$ cat config.mk
export PLATFORM = sky130hd
export DESIGN_NAME = calc_entry_fsm
export DESIGN_NICKNAME = d
export VERILOG_FILES = /design/src/rtl/calc_entry_fsm.sv
export SDC_FILE = /design/constraint.sdc
export NUM_CORES = 1
export LEC_CHECK = 0
export BUFFER_PORTS_ARGS = -buffer_cell sky130_fd_sc_hd__buf_2
export CORE_MARGIN = 2
export CORE_UTILIZATION = 30
export CTS_BUF_LIST = sky130_fd_sc_hd__clkbuf_4
export CTS_CLUSTER_SIZE = 20
export DETAILED_ROUTE_END_ITERATION = 10
export GPL_TIMING_DRIVEN = 0
export PLACE_DENSITY_LB_ADDON = 0.25
export SLEW_MARGIN = 20
export SYNTH_ARGS = -nofsm -noshare
export SYNTH_HDL_FRONTEND = slang
export SYNTH_SLANG_ARGS = --single-unit
$ cat constraint.sdc
create_clock -name clk -period 3.6 [get_ports clk]
set_clock_uncertainty 0.2 [all_clocks]
set_input_delay 0 -clock clk [delete_from_list [all_inputs] [get_ports clk]]
set_output_delay 0 -clock clk [all_outputs]
set_load 0.03 [all_outputs]
$ cat src/rtl/calc_entry_fsm.sv
// Operand-entry controller: synchronizes and debounces the next/clear buttons,
// latches two operands from the switches and sequences the display-source enables.
module calc_entry_fsm #(
  parameter int WIDTH           = 6,
  parameter int DEBOUNCE_CYCLES = 1_000_000
) (
  input  logic             clk,
  input  logic             rst_n,
  input  logic             btn_next_raw,
  input  logic             btn_clear_raw,
  input  logic [WIDTH-1:0] sw,
  output logic [WIDTH-1:0] operand_a,
  output logic [WIDTH-1:0] operand_b,
  output logic             calc_start,
  output logic             en1,
  output logic             en2,
  output logic             en3
);

  localparam int CW = $clog2(DEBOUNCE_CYCLES + 1);
  localparam logic [CW-1:0] CNT_MAX = CW'(DEBOUNCE_CYCLES);

  typedef enum logic [1:0] {
    ENTER_A  = 2'd0,
    ENTER_B  = 2'd1,
    SHOW_RES = 2'd2
  } state_e;

  // Button index 0 is next, index 1 is clear.
  logic [1:0]       sync1_q, sync2_q;
  logic [1:0]       level_q, level_d;
  logic [1:0]       prev_q;
  logic [1:0]       press;
  logic [CW-1:0]    cnt_q [2];
  logic [CW-1:0]    cnt_d [2];
  logic [WIDTH-1:0] sw_sync1_q, sw_sync2_q;

  state_e           state_q, state_d;
  logic [WIDTH-1:0] op_a_q, op_a_d;
  logic [WIDTH-1:0] op_b_q, op_b_d;
  logic             calc_start_q, calc_start_d;

  // NOTE: every output of a combinational block gets a default first, so no
  // path through the if/case leaves a signal unassigned and infers a latch.
  always_comb begin
    for (int i = 0; i < 2; i++) begin
      level_d[i] = level_q[i];
      cnt_d[i]   = cnt_q[i];
      if (sync2_q[i] == level_q[i]) begin
        cnt_d[i] = '0;
      end else if (cnt_q[i] == CNT_MAX) begin
        level_d[i] = ~level_q[i];
        cnt_d[i]   = '0;
      end else begin
        cnt_d[i] = cnt_q[i] + 1'b1;
      end
    end
  end

  assign press = level_q & ~prev_q;

  always_comb begin
    state_d      = state_q;
    op_a_d       = op_a_q;
    op_b_d       = op_b_q;
    calc_start_d = 1'b0;
    // Clear dominates a coincident next event.
    if (press[1]) begin
      state_d = ENTER_A;
      op_a_d  = '0;
      op_b_d  = '0;
    end else begin
      case (state_q)
        ENTER_A: if (press[0]) begin
          op_a_d  = sw_sync2_q;
          state_d = ENTER_B;
        end
        ENTER_B: if (press[0]) begin
          op_b_d       = sw_sync2_q;
          calc_start_d = 1'b1;
          state_d      = SHOW_RES;
        end
        SHOW_RES: if (press[0]) state_d = ENTER_A;
        default: state_d = ENTER_A;
      endcase
    end
  end

  // NOTE: sequential state uses non-blocking assignments so every flop samples
  // the pre-edge values of the others, giving the intended pipeline ordering.
  always_ff @(posedge clk or negedge rst_n) begin
    if (!rst_n) begin
      sync1_q      <= '0;
      sync2_q      <= '0;
      level_q      <= '0;
      prev_q       <= '0;
      // NOTE: the counter array is control state, not storage, so it is reset.
      for (int i = 0; i < 2; i++) cnt_q[i] <= '0;
      sw_sync1_q   <= '0;
      sw_sync2_q   <= '0;
      state_q      <= ENTER_A;
      op_a_q       <= '0;
      op_b_q       <= '0;
      calc_start_q <= 1'b0;
    end else begin
      sync1_q      <= {btn_clear_raw, btn_next_raw};
      sync2_q      <= sync1_q;
      level_q      <= level_d;
      prev_q       <= level_q;
      for (int i = 0; i < 2; i++) cnt_q[i] <= cnt_d[i];
      sw_sync1_q   <= sw;
      sw_sync2_q   <= sw_sync1_q;
      state_q      <= state_d;
      op_a_q       <= op_a_d;
      op_b_q       <= op_b_d;
      calc_start_q <= calc_start_d;
    end
  end

  assign operand_a  = op_a_q;
  assign operand_b  = op_b_q;
  assign calc_start = calc_start_q;
  assign en1        = (state_q == ENTER_A);
  assign en2        = (state_q == ENTER_B);
  assign en3        = (state_q == SHOW_RES);

endmodule

## Yosys cells after proc, flatten, opt, wreduce, memory -nomap -nowiden

Cells that the tools add are included.

- Register bits: 75
- Latch bits: 0
- RAM bits: 0
- Bits in read-only memories: 0
- Bits of input ports: 10
- Output and inout port bits: 16
- Logic and storage cells: 56
- Memories: 0

- Add/subtract/negate cells: 2
- $mul: 0
- Div/mod/pow operators: 0
- $lt $le $gt $ge: 0
- Eq/ne operators: 9
- Shift-type cells: 0
- Multiplexer cells: 17
- Bitwise gates (word level): 6
- Reduce and logical (&&, ||, !) cells: 9

Operators by type and width:

| kind | number |
|---|---|
| 2-to-1 mux 20 bit | 4 |
| adder 20 x 1 -> 20 bit, second input constant | 2 |
| equality test 20 bit, second input constant | 2 |
| 2-to-1 mux 6 bit | 5 |
| != test 3 x 1 -> 1 bit, second input constant | 3 |
| 2-to-1 mux 2 bit | 4 |
| AND reduction 2 bit | 4 |
| case mux 2 bit (3 select lines) | 1 |
| nonzero test 2 bit | 3 |
| inverter 1 bit | 4 |
| 2-to-1 mux 1 bit | 3 |
| AND reduction 3 bit | 1 |
| AND 2 bit | 1 |
| equality test 1 bit | 2 |
| equality test 2 x 1 -> 1 bit, second input constant | 1 |
| equality test 2 bit, second input constant | 1 |
| zero test 2 bit | 1 |
| inverter 2 bit | 1 |

## Logic depth before layout (Yosys ltp)

Gate-level depths: netlist (run 1).

- Depth in word-level cells: 5
- Mapped depth: 6
- Gate-level depth less buffers: 5

## Worst setup path before layout (run 1)

OpenSTA, ideal clock, no wires.

- Kind: reg-to-reg
- Start: reg cnt_q[13] (netlist bit)
- End: reg level_q[1]
- Setup time: 0.125 ns
- Data arrival time: 1.658 ns
- Required time: 3.275 ns
- Setup slack: 1.617 ns
- Stages on the path, launching flop included: 4
- Path buffers: 0
- Clock period less this slack: 1.983 ns
- Cells stage by stage: dfrtp_1 -> or4_2 -> nor3_1 -> mux2_2

- Word-level cells in the longest chain between the ends: 2

RTL lines:

| what | line | RTL |
|---|---|---|
| from (decl) | 34 | `logic [CW-1:0] cnt_q [2];` |
| equality test 20 bit | 51 | `end else if (cnt_q[i] == CNT_MAX) begin` |
| AND reduction 2 bit (no source line) | - |  |
| to (signal assigned) | 108 | `level_q <= level_d;` |
| to (decl) | 31 | `logic [1:0] level_q, level_d;` |

Every way passes these cells.
A chain may end at the register's enable or synchronous reset.

## Worst setup path in the final report (run 1)

Ends and elaborated chain as after synthesis.

==> run summary, run 1 <==
Post-Synth XOR/XNOR Area = 0.0769
Routed vias/inst = 4.65
Adder-cell area share of the yosys netlist = 0.0152
DPL Wire Length = 4.31 mm
DRC violations left = 0
IO Pins = 26
Critical Path Start Type = flip-flop
Cts repair resizes = 0
Power Total = 1.38 mW
Final-report max-slew violation count = 0
Final antenna-violating net count = 0
Ant. Diodes = 0
Status = finished clean
Setup violations, final = 0
Period minus WS final = 2.16 ns
First-pass GRT wire length = 11.3 mm
Worst R2R Start = cnt_q[13]
Worst Max-Slew Pin Slew = 0.720 ns
Post-synth EDFFs = 0
Initial antenna violation count = 0
CTS clk-pin slew, worst paths = 0.13 ns
Worst Setup Slack, final = 1.44 ns
Routed WL = 6.41 mm
NumNets Final = 367
Routed via count = 2309
Syn_area_per_cell = 11.1 µm²
CP max FO = 6
Clock sink total = 75
Largest net degree at the start of global routing = 50
Area grow syn2layout = 19.4%
Pre-CTS setup slack = 1.42 ns
Initial Utilization = 0.306
Root Buffer = clkbuf_4
Layout cells sized above 1 = 0.176
Worst-path cell chain = or4_2 > nor3_1 > mux2_2
Clk Latency, worst-skew pair = 0.43 ns
Wire per inst = 12.9 µm
Headroom to the max-slew limit = 0.517
GPL Wtd Cong = 0.799
Fin. Hold Viols = 0
Post-synthesis cell count = 297
Post-Synth Simple-Gate Area = 0.223
Setup_tns = 0 ns
Syn Nets = 311
Hold path startpoint = sync1_q[0]
Max_cap viols = 0
WHS = 0.159 ns
CP arrival = 2.30 ns
Fmax = 0.463 GHz
Synth Warn # = 0
Yosys top cell area share = 0.568
Largest area contributor in the netlist = dfrtp_1
Post-CTS setup buffer count = 0
WS Path Type = flip-flop to flip-flop
Setup crit start = cnt_q[13]
Mux contribution to synthesized area = 0.0432
Number of distinct library cells after synthesis = 42
Mapped Area = 0.00330 mm²
Slowest cell delay on critical path = 0.74 ns
Req. time, crit path = 3.74 ns
Die area = 0.0119 mm²
Static Leak = 1.77 nW
Critical Path Slowest Stage Cell = or4_2
Vias in the first global route = 2299
Worst vdd ir = 136 µV
First drt pass iteration count = 4
Initial DRC Count = 80
Inserted Clock Buffers = 9
CTS H-tree lvls = 3
Main synth FF type = dfrtp_1
Final period util = 0.600
DIE HEIGHT = 109 µm
Yosys reg bits = 75
Num rows = 38
Worst-case clock buffer depth = 2
CTS tree = built
Worst setup EP type = flip-flop
Combinational family with the most area after synthesis = simple AND/OR/NAND/NOR gates
GR Overflow Total = 0
Sequential fraction of the synthesis area = 0.568
Pwr Density = 351 mW/mm²
Total core area = 0.0108 mm²
Synth top area cells = dfrtp_1 57%, nor2_1 5.6%, xnor2_1 4.2%
Worst hold path type = flip-flop to flip-flop
Post-synthesis compound-gate area fraction = 0.0447
Port-buffer cells = 25
Unrepaired setup endpoints after global routing = false
Die width = 109 µm
Gr usage total = 0.124
Hold buffers post-CTS = 19
Async S/R FF share, synth = 1.00
[layout make-up]
| class | count | area [µm²] |
|---|---|---|
| inverter | 11 | 41.3 |
| tap | 140 | 175 |
| sequential | 75 | 1880 |
| multi-input combinational | 202 | 1330 |
| buffer | 9 | 55.1 |
| clock buffer | 9 | 67.6 |
| clock inverter | 6 | 41.3 |
| fill | 1075 | 6850 |
| timing repair buffer | 45 | 355 |
[registers in the layout, summed over array words and instances (netlist names)]
signal	flops
sw_sync1_q	6
sync2_q	2
cnt_q	40
state_q	2
sync1_q	2
operand_b	6
level_q	2
sw_sync2_q	6
prev_q	2
operand_a	6
calc_start	1
[logic make-up after synthesis]
kind of cell,Yosys count
muxes,14
xor gates and xnor gates,29
adders and majority gates,4
buffers and inverters,20
and+or+nand+nor,132
DFF,75
AOI/OAI and AO/OA,23
[routing by layer]
layer,vias to the layer above,part of all wire,global-route usage
met5,-,0,0
met4,0,0.016,0.0495
met3,8,0.036,0.0412
met2,27,0.46,0.186
met1,1130,0.49,0.165
li1,1144,-,-
[where the power goes]
part           internal [mW]  switching (mW)
sequential             0.857          0.0110
clock                  0.139           0.303
combinational         0.0345          0.0388
[stage by stage]
| step | utilization | cell area, µm² | instances |
|---|---|---|---|
| 2_1_floorplan | - | 3300 | 297 |
| 3_3_place_gp | 0.334 | 3600 | 462 |
| 3_5_place_dp | 0.337 | 3630 | 463 |
| 4_1_cts | 0.365 | 3940 | 497 |
| 5_1_grt | 0.365 | 3940 | 497 |
| 6_report | 0.365 | 3940 | 497 |
[cells in the mapped netlist (all sizes together) (2+ instances only)]
cell type,number
nand4,12
buf,5
nor2b,3
o31ai,6
nand3,16
mux2,2
nor4,5
or4,5
xnor2,16
inv,11
or3,5
clkbuf,4
nor4b,3
ha,4
a21oi,11
or4b,2
o21ai,5
nand2,11
nor3,8
and4,6
nor2,49
dfrtp,75
mux2i,12
xor2,13
[cell usage in the layout, fill, tap and decap left out, drive strengths merged, types with 6 or more instances in the layout]
cell / Yosys / layout
inv: 11 / 12
nand4: 12 / 12
o31ai: 6 / 6
nor3: 8 / 8
clkbuf: 4 / 13
mux2i: 12 / 12
xnor2: 16 / 16
nand3: 16 / 16
a21oi: 11 / 11
and4: 6 / 6
nor2: 49 / 49
nand2: 11 / 11
buf: 5 / 32
dfrtp: 75 / 75
dlygate4sd3: 0 / 18
xor2: 13 / 13
[worst paths after layout]
path,endpoint,slack (ns),depth (start not counted)
worst max-delay path,level_q[1],1.44,3
worst min-delay path,sync2_q[0],0.16,0
worst max register to register,level_q[1],1.44,3
worst min register to register,sync2_q[0],0.16,0
max in group asynchronous,cnt_q[30],2.52,4
min in group asynchronous,cnt_q[27],0.43,4
[critical path: cells and delay by family, from the launching register on]
| family | cells | cell delay, ns |
|---|---|---|
| flip-flops | 1 | 0.46 |
| multiplexers | 1 | 0.36 |
| AND/OR/NAND/NOR | 2 | 1.03 |
No activity file was read; power rests on OpenSTA's default activity.
==> run 2, diff against run 1 <==
==> constraint.sdc (replaced) <==
create_clock -name clk -period 1.7 [get_ports clk]
set_clock_uncertainty 0.2 [all_clocks]
set_input_delay 0 -clock clk [delete_from_list [all_inputs] [get_ports clk]]
set_output_delay 0 -clock clk [all_outputs]
set_load 0.03 [all_outputs]
==> run 2 against run 1 <==
Against the previous run:
- the flow now finishes with violations (negative setup slack)
- total power increased by 130%
- routed wire length increased by 14%
- worst setup slack got worse by 1.7 ns
- sequential share of layout area decreased by 6.3 points
- critical path depth increased by 3
- highest routed layer unchanged
- worst hold slack got worse by 0.12 ns
- non-clock buffer count increased by 37
- critical path type unchanged
==> run summary, run 2 (synthesis results as in run 1) <==
Status = finished, violations left
Failing checks = negative setup slack
Root Buffer = clkbuf_4
NumNets Final = 404 (+10%)
Placed Area = 0.00367 mm² (+1.1%)
CTS tree = built
Met2 Track Usage GR = 0.206 (+0.0195)
Headroom to the max-slew limit = 0.726 (+0.208)
Die area = 0.0119 mm² (unchanged)
IO Pins = 26 (unchanged)
Busiest grt layer = met2
Area occupied by multi-input gates = 0.00158 mm² (+18%)
Initial Utilization = 0.306 (unchanged)
Worst Max-Slew Pin Slew = 0.408 ns (-0.312 ns)
DPL Wire Length = 4.21 mm (-2.4%)
Unrepaired setup endpoints after global routing = true
Max reg flops = 40 (unchanged)
GRT met3 Usage = 0.0377 (-0.00359)
CTS H-tree lvls = 3 (unchanged)
Ant. Diodes = 0 (unchanged)
Final antenna-violating net count = 0 (unchanged)
Total core area = 0.0108 mm² (unchanged)
Largest register by flop count = cnt_q
Fillers = 1020 (-5.1%)
Fmax = 0.520 GHz (+12%)
Fin. Hold Viols = 0 (unchanged)
Routed vias/inst = 4.71 (+1.4%)
Pwr Density = 684 mW/mm² (+95%)
Final-report max-slew violation count = 0 (unchanged)
GR Overflow Total = 0 (unchanged)
Gr usage total = 0.131 (+0.00661)
Critical Path Start Type = flip-flop
Worst setup EP type = flip-flop
Commonest non-fill, non-tap cells in the layout = 66 x dfrtp_1, 38 x nor2_1, 34 x buf_4
Die width = 109 µm (unchanged)
Vias in the first global route = 2544 (+11%)
First drt pass iteration count = 4 (unchanged)
Initial antenna violation count = 0 (unchanged)
First-pass GRT wire length = 12.1 mm (+7.7%)
Wire per inst = 13.7 µm (+5.8%)
Worst-case clock buffer depth = 2 (unchanged)
WS Path Type = flip-flop to flip-flop
Clock sink total = 75 (unchanged)
Clk Latency, worst-skew pair = 0.43 ns (about the same)
CP arrival = 2.04 ns (-0.26 ns)
Largest net degree at the start of global routing = 48 (-4.0%)
Area grow syn2layout = 38.4%
Setup violations, final = 36 (+36)
Routed via count = 2520 (+9.1%)
GPL Wtd Cong = 0.726 (-9.2%)
Hold Path Cell Cnt = 2 (+2)
Routed WL = 7.31 mm (+14%)
Static Leak = 1.99 nW (+13%)
Worst hold path type = primary input to flip-flop
WHS = 0.0426 ns (-0.116 ns)
FF+latch area = 0.00189 mm² (+0.60%)
Most common cell after layout, fill and taps aside = dfrtp_1
Period minus WS final = 1.92 ns (-0.240 ns)
Req. time, crit path = 1.81 ns (-1.93 ns)
Final period util = 1.13 (+0.530)
Num rows = 38 (unchanged)
Port-buffer cells = 25 (unchanged)
R2R depth = 6 (+3)
Worst Setup Slack, final = -0.222 ns (-1.66 ns)
DIE HEIGHT = 109 µm (unchanged)
Layout cells sized above 1 = 0.375 (+0.198)
Global-route met1 utilization = 0.177 (+0.0121)
Worst vdd ir = 316 µV (+130%)
Inserted Clock Buffers = 9 (unchanged)
Initial DRC Count = 89 (+11%)
Final Cell Area = 0.00457 mm² (+16%)
Max_cap viols = 0 (unchanged)
CTS clk-pin slew, worst paths = 0.13 ns (about the same)
DRC violations left = 0 (unchanged)
CP max FO = 10 (+4)
==> run 2: cell count changes in the layout (fill, tap and decap cells not counted), sizes merged <==
cell	delta
buf	+40
clkinv	-4
inv	+4
clkbuf	-2
clkinvlp	+1
dlygate4sd3	-1
==> run 2: area by class of cell <==
type,instances,share of cell area
timing repair buffer,84,0.150
clock buffer,9,0.0148
multi-input combinational,202,0.344
buffer,7,0.0153
inverter,11,0.00958
tap,140,0.0383
clock inverter,7,0.0142
sequential,75,0.413
==> run 2: critical path, stage by stage, from the launching register on <==
cell,delay (ns)
dfrtp_1,0.42
inv_1,0.06
ha_1,0.15
or4b_4,0.49
o31ai_4,0.27
buf_6,0.18
a21oi_1,0.05
==> run 2: path summary, 6_finish.rpt <==
check | startpoint | to | slack, ns
worst max-delay path | cnt_q[0] | cnt_q[15] | -0.22
worst min-delay path | sw[5] | sw_sync1_q[5] | 0.04
worst max register to register | cnt_q[0] | cnt_q[15] | -0.22
worst min register to register | sw_sync1_q[5] | sw_sync2_q[5] | 0.16
max in group asynchronous | rst_n | cnt_q[22] | 0.36
min in group asynchronous | rst_n | cnt_q[14] | 0.37
==> run 2: power breakdown <==
group | switching, mW | total, mW | internal [mW] | leakage (nW)
registers | 0.0218 | 1.84 | 1.81 | 0.991
clock network | 0.734 | 1.07 | 0.339 | 0.0714
logic | 0.108 | 0.220 | 0.112 | 0.924
==> run 2: stage by stage <==
stage / power (mW) / instances / setup slack [ns] / setup TNS [ns] / util
6_report: 3.13 / 535 / -0.222 / -5.92 / 0.424
5_1_grt: 3.30 / 535 / -0.320 / -9.09 / 0.424
4_1_cts: 3.15 / 531 / -0.237 / -5.86 / 0.410
3_5_place_dp: 2.00 / 463 / -0.351 / -10.76 / 0.340
3_3_place_gp: 1.99 / 462 / -0.331 / -19.11 / 0.338
2_1_floorplan: 1.92 / 297 / -0.180 / -3.00 / -
==> run 2: per-layer routing <==
layer	part of all wire	up-vias	wire length [µm]
met5	0	-	0
li1	-	1222	-
met2	0.49	32	3610
met1	0.47	1259	3430
met3	0.030	7	216
met4	0.0071	0	52
==> run 2: what timing repair did <==
item | CTS | global route
buffers inserted | 35 | 5
gates cloned | 2 | 0
hold buffers | 17 | 0
resized for setup | 47 | 30
endpoints found under the setup margin | 54 | 55
pin swaps | 19 | 19
hold endpoints to repair | 83 | 0
==> run 3, diff against run 2 <==
--- a/config.mk
+++ b/config.mk
@@ -7,11 +7,12 @@
 export LEC_CHECK = 0
 export BUFFER_PORTS_ARGS = -buffer_cell sky130_fd_sc_hd__buf_2
 export CORE_MARGIN = 2
-export CORE_UTILIZATION = 30
+export CORE_UTILIZATION = 56
 export CTS_BUF_LIST = sky130_fd_sc_hd__clkbuf_4
 export CTS_CLUSTER_SIZE = 20
 export DETAILED_ROUTE_END_ITERATION = 10
 export GPL_TIMING_DRIVEN = 0
+export HOLD_SLACK_MARGIN = 0.02
 export PLACE_DENSITY_LB_ADDON = 0.25
 export SLEW_MARGIN = 20
 export SYNTH_ARGS = -nofsm -noshare
==> run 3 against run 2 <==
Against the previous run:
- the flow still finishes with violations (negative setup slack)
- die area shrank 45%
- routed wire length increased by 5.6%
- first-iteration DRC count is 54% higher
- design area decreased by 4.6%
- largest power group unchanged
- utilization grew 35 points
- global-route usage grew 11 points
- critical path depth stayed put
- sequential power about the same
- clock power barely moved
- cell count shrank 15%
- worst hold slack better by 0.12 ns
- critical path type unchanged
==> run summary, run 3 (synthesis results as in run 1) <==
WS Path Type = flip-flop to flip-flop
Fin. Hold Viols = 0 (unchanged)
Reg-to-reg setup timing slack = -0.25 ns (-0.03 ns)
Worst R2R Start = cnt_q[0]
Commonest non-fill, non-tap cells in the layout = 66 x dfrtp_1, 35 x nor2_1, 26 x buf_4
Static Leak = 1.92 nW (-3.3%)
Largest register by flop count = cnt_q
Routed via count = 2520 (unchanged)
First-pass GRT wire length = 11.9 mm (-1.9%)
Setup crit start = cnt_q[0]
Slowest cell delay on critical path = 0.50 ns (about the same)
Failing checks = negative setup slack
Largest net degree at the start of global routing = 45 (-6.3%)
Critical Path Slowest Stage Cell = or4b_4
Routed WL = 7.71 mm (+5.6%)
Max reg flops = 40 (unchanged)
Worst-case clock buffer depth = 2 (unchanged)
Ant. Diodes = 0 (unchanged)
Final-report max-slew violation count = 0 (unchanged)
Setup violations, final = 42 (+17%)
FF+latch area = 0.00189 mm² (unchanged)
Port-buffer cells = 25 (unchanged)
Inserted Clock Buffers = 9 (unchanged)
Most common cell after layout, fill and taps aside = dfrtp_1
Unrepaired setup endpoints after global routing = true
CP Buf/Inv Count = 2 (unchanged)
DPL Wire Length = 4.15 mm (-1.5%)
Gr usage total = 0.243 (+0.112)
Worst hold path type = flip-flop to flip-flop
Vias in the first global route = 2513 (-1.2%)
NumNets Final = 392 (-3.0%)
Period minus WS final = 1.95 ns (+0.0325 ns)
Critical Path End = cnt_q[2]
Fmax = 0.512 GHz (-1.7%)
Power Total = 3.13 mW (about the same)
Die width = 80.8 µm (-26%)
Worst vdd ir = 792 µV (+150%)
IO Pins = 26 (unchanged)
Worst setup EP type = flip-flop
Max_cap viols = 0 (unchanged)
Final antenna-violating net count = 0 (unchanged)
Initial Utilization = 0.589 (+0.283)
Total core area = 0.00561 mm² (-48%)
R2R depth = 6 (unchanged)
Worst Max-Slew Pin Slew = 0.488 ns (+0.0801 ns)
Final Cell Area = 0.00436 mm² (-4.6%)
Wire per inst = 17.0 µm (+24%)
Root Buffer = clkbuf_4
Critical Path Start Type = flip-flop
Placed Area = 0.00358 mm² (-2.5%)
Num rows = 27 (-29%)
Pwr Density = 717 mW/mm² (+4.8%)
CP Depth = 6 (unchanged)
Headroom to the max-slew limit = 0.672 (-0.0539)
Area grow syn2layout = 32.1%
CTS clk-pin slew, worst paths = 0.13 ns (about the same)
DIE HEIGHT = 80.8 µm (-26%)
Clk Latency, worst-skew pair = 0.42 ns (about the same)
Worst-path cell chain = inv_1 > ha_1 > or4b_4 > o31ai_4 > buf_6 > nor2_1
Top Family by Delay on Critical Path = simple AND/OR/NAND/NOR gates
Routed vias/inst = 5.55 (+18%)
CP arrival = 2.06 ns (+0.02 ns)
Layout cells sized above 1 = 0.356 (-0.0187)
Final period util = 1.15 (+0.0191)
Req. time, crit path = 1.81 ns (about the same)
Status = finished, violations left
Initial DRC Count = 137 (+54%)
First drt pass iteration count = 4 (unchanged)
CTS tree = built
Initial antenna violation count = 0 (unchanged)
Pre-CTS setup slack = -0.371 ns (-0.0201 ns)
CTS H-tree lvls = 3 (unchanged)
Area occupied by multi-input gates = 0.00159 mm² (+0.64%)
Fillers = 361 (-65%)
CP max FO = 10 (unchanged)
GPL Wtd Cong = 0.768 (+5.8%)
Hold Path Cell Cnt = 0 (-2)
Die area = 0.00653 mm² (-45%)
Worst r2r dst = cnt_q[2]
DRC violations left = 0 (unchanged)
Clock sink total = 75 (unchanged)
GR Overflow Total = 0 (unchanged)
Worst Setup Slack, final = -0.254 ns (-0.0325 ns)
run 3: repair_timing:
item / CTS / global route
pin swaps: 12 / 12
hold endpoints to repair: 83 / 1
gates resized for setup: 22 / 55
setup buffers: 17 / 8
cloned: 2 / 0
hold buffers: 17 / 1
setup endpoints to repair: 54 / 54
run 3: cell type report:
type                            instances  share of cell area
Clock buffer                            9              0.0155
Buffer                                  8              0.0189
Tap cell                               72              0.0206
Sequential cell                        75               0.433
Multi-Input combinational cell        202               0.363
Timing Repair Buffer                   71               0.124
Clock inverter                          6              0.0155
Inverter                               11             0.00946
run 3: how the worst min path moves through the flow:
stage	slack (ns)	start	end
finish	0.16	sync1_q[0]	sync2_q[0]
CTS	0.03	btn_next_raw	sync1_q[0]
global route	0.17	sw_sync1_q[4]	sw_sync2_q[4]
detailed placement	-0.24	rst_n	cnt_q[32]
global placement	-0.09	sw[2]	sw_sync1_q[2]
floorplan	-0.50	rst_n	calc_start
run 3: where the power goes:
| group | internal [mW] | switching (mW) |
|---|---|---|
| clock | 0.442 | 0.657 |
| sequential | 1.81 | 0.0210 |
| combinational | 0.0929 | 0.103 |
| total | 2.35 | 0.781 |
run 3: stage by stage:
stage	setup TNS [ns]	util	hold WS [ns]	std cells
final	-9.65	0.778	0.163	454
after global routing	-13.35	0.778	0.170	454
after CTS	-7.05	0.732	0.0270	445
after detailed placement	-11.12	0.639	-0.239	395
after global placement	-9.24	0.635	-0.0919	394
after floorplan	-3.00	-	-0.496	297
run 3: layer usage:
metal  vias to the layer above  global-route usage  routed length, µm
li1                       1196                   -                  -
met1                      1278               0.294               3220
met2                        35               0.431               4200
met3                        11              0.0367                217
met4                         0               0.105                 76
met5                         -                   0                  0
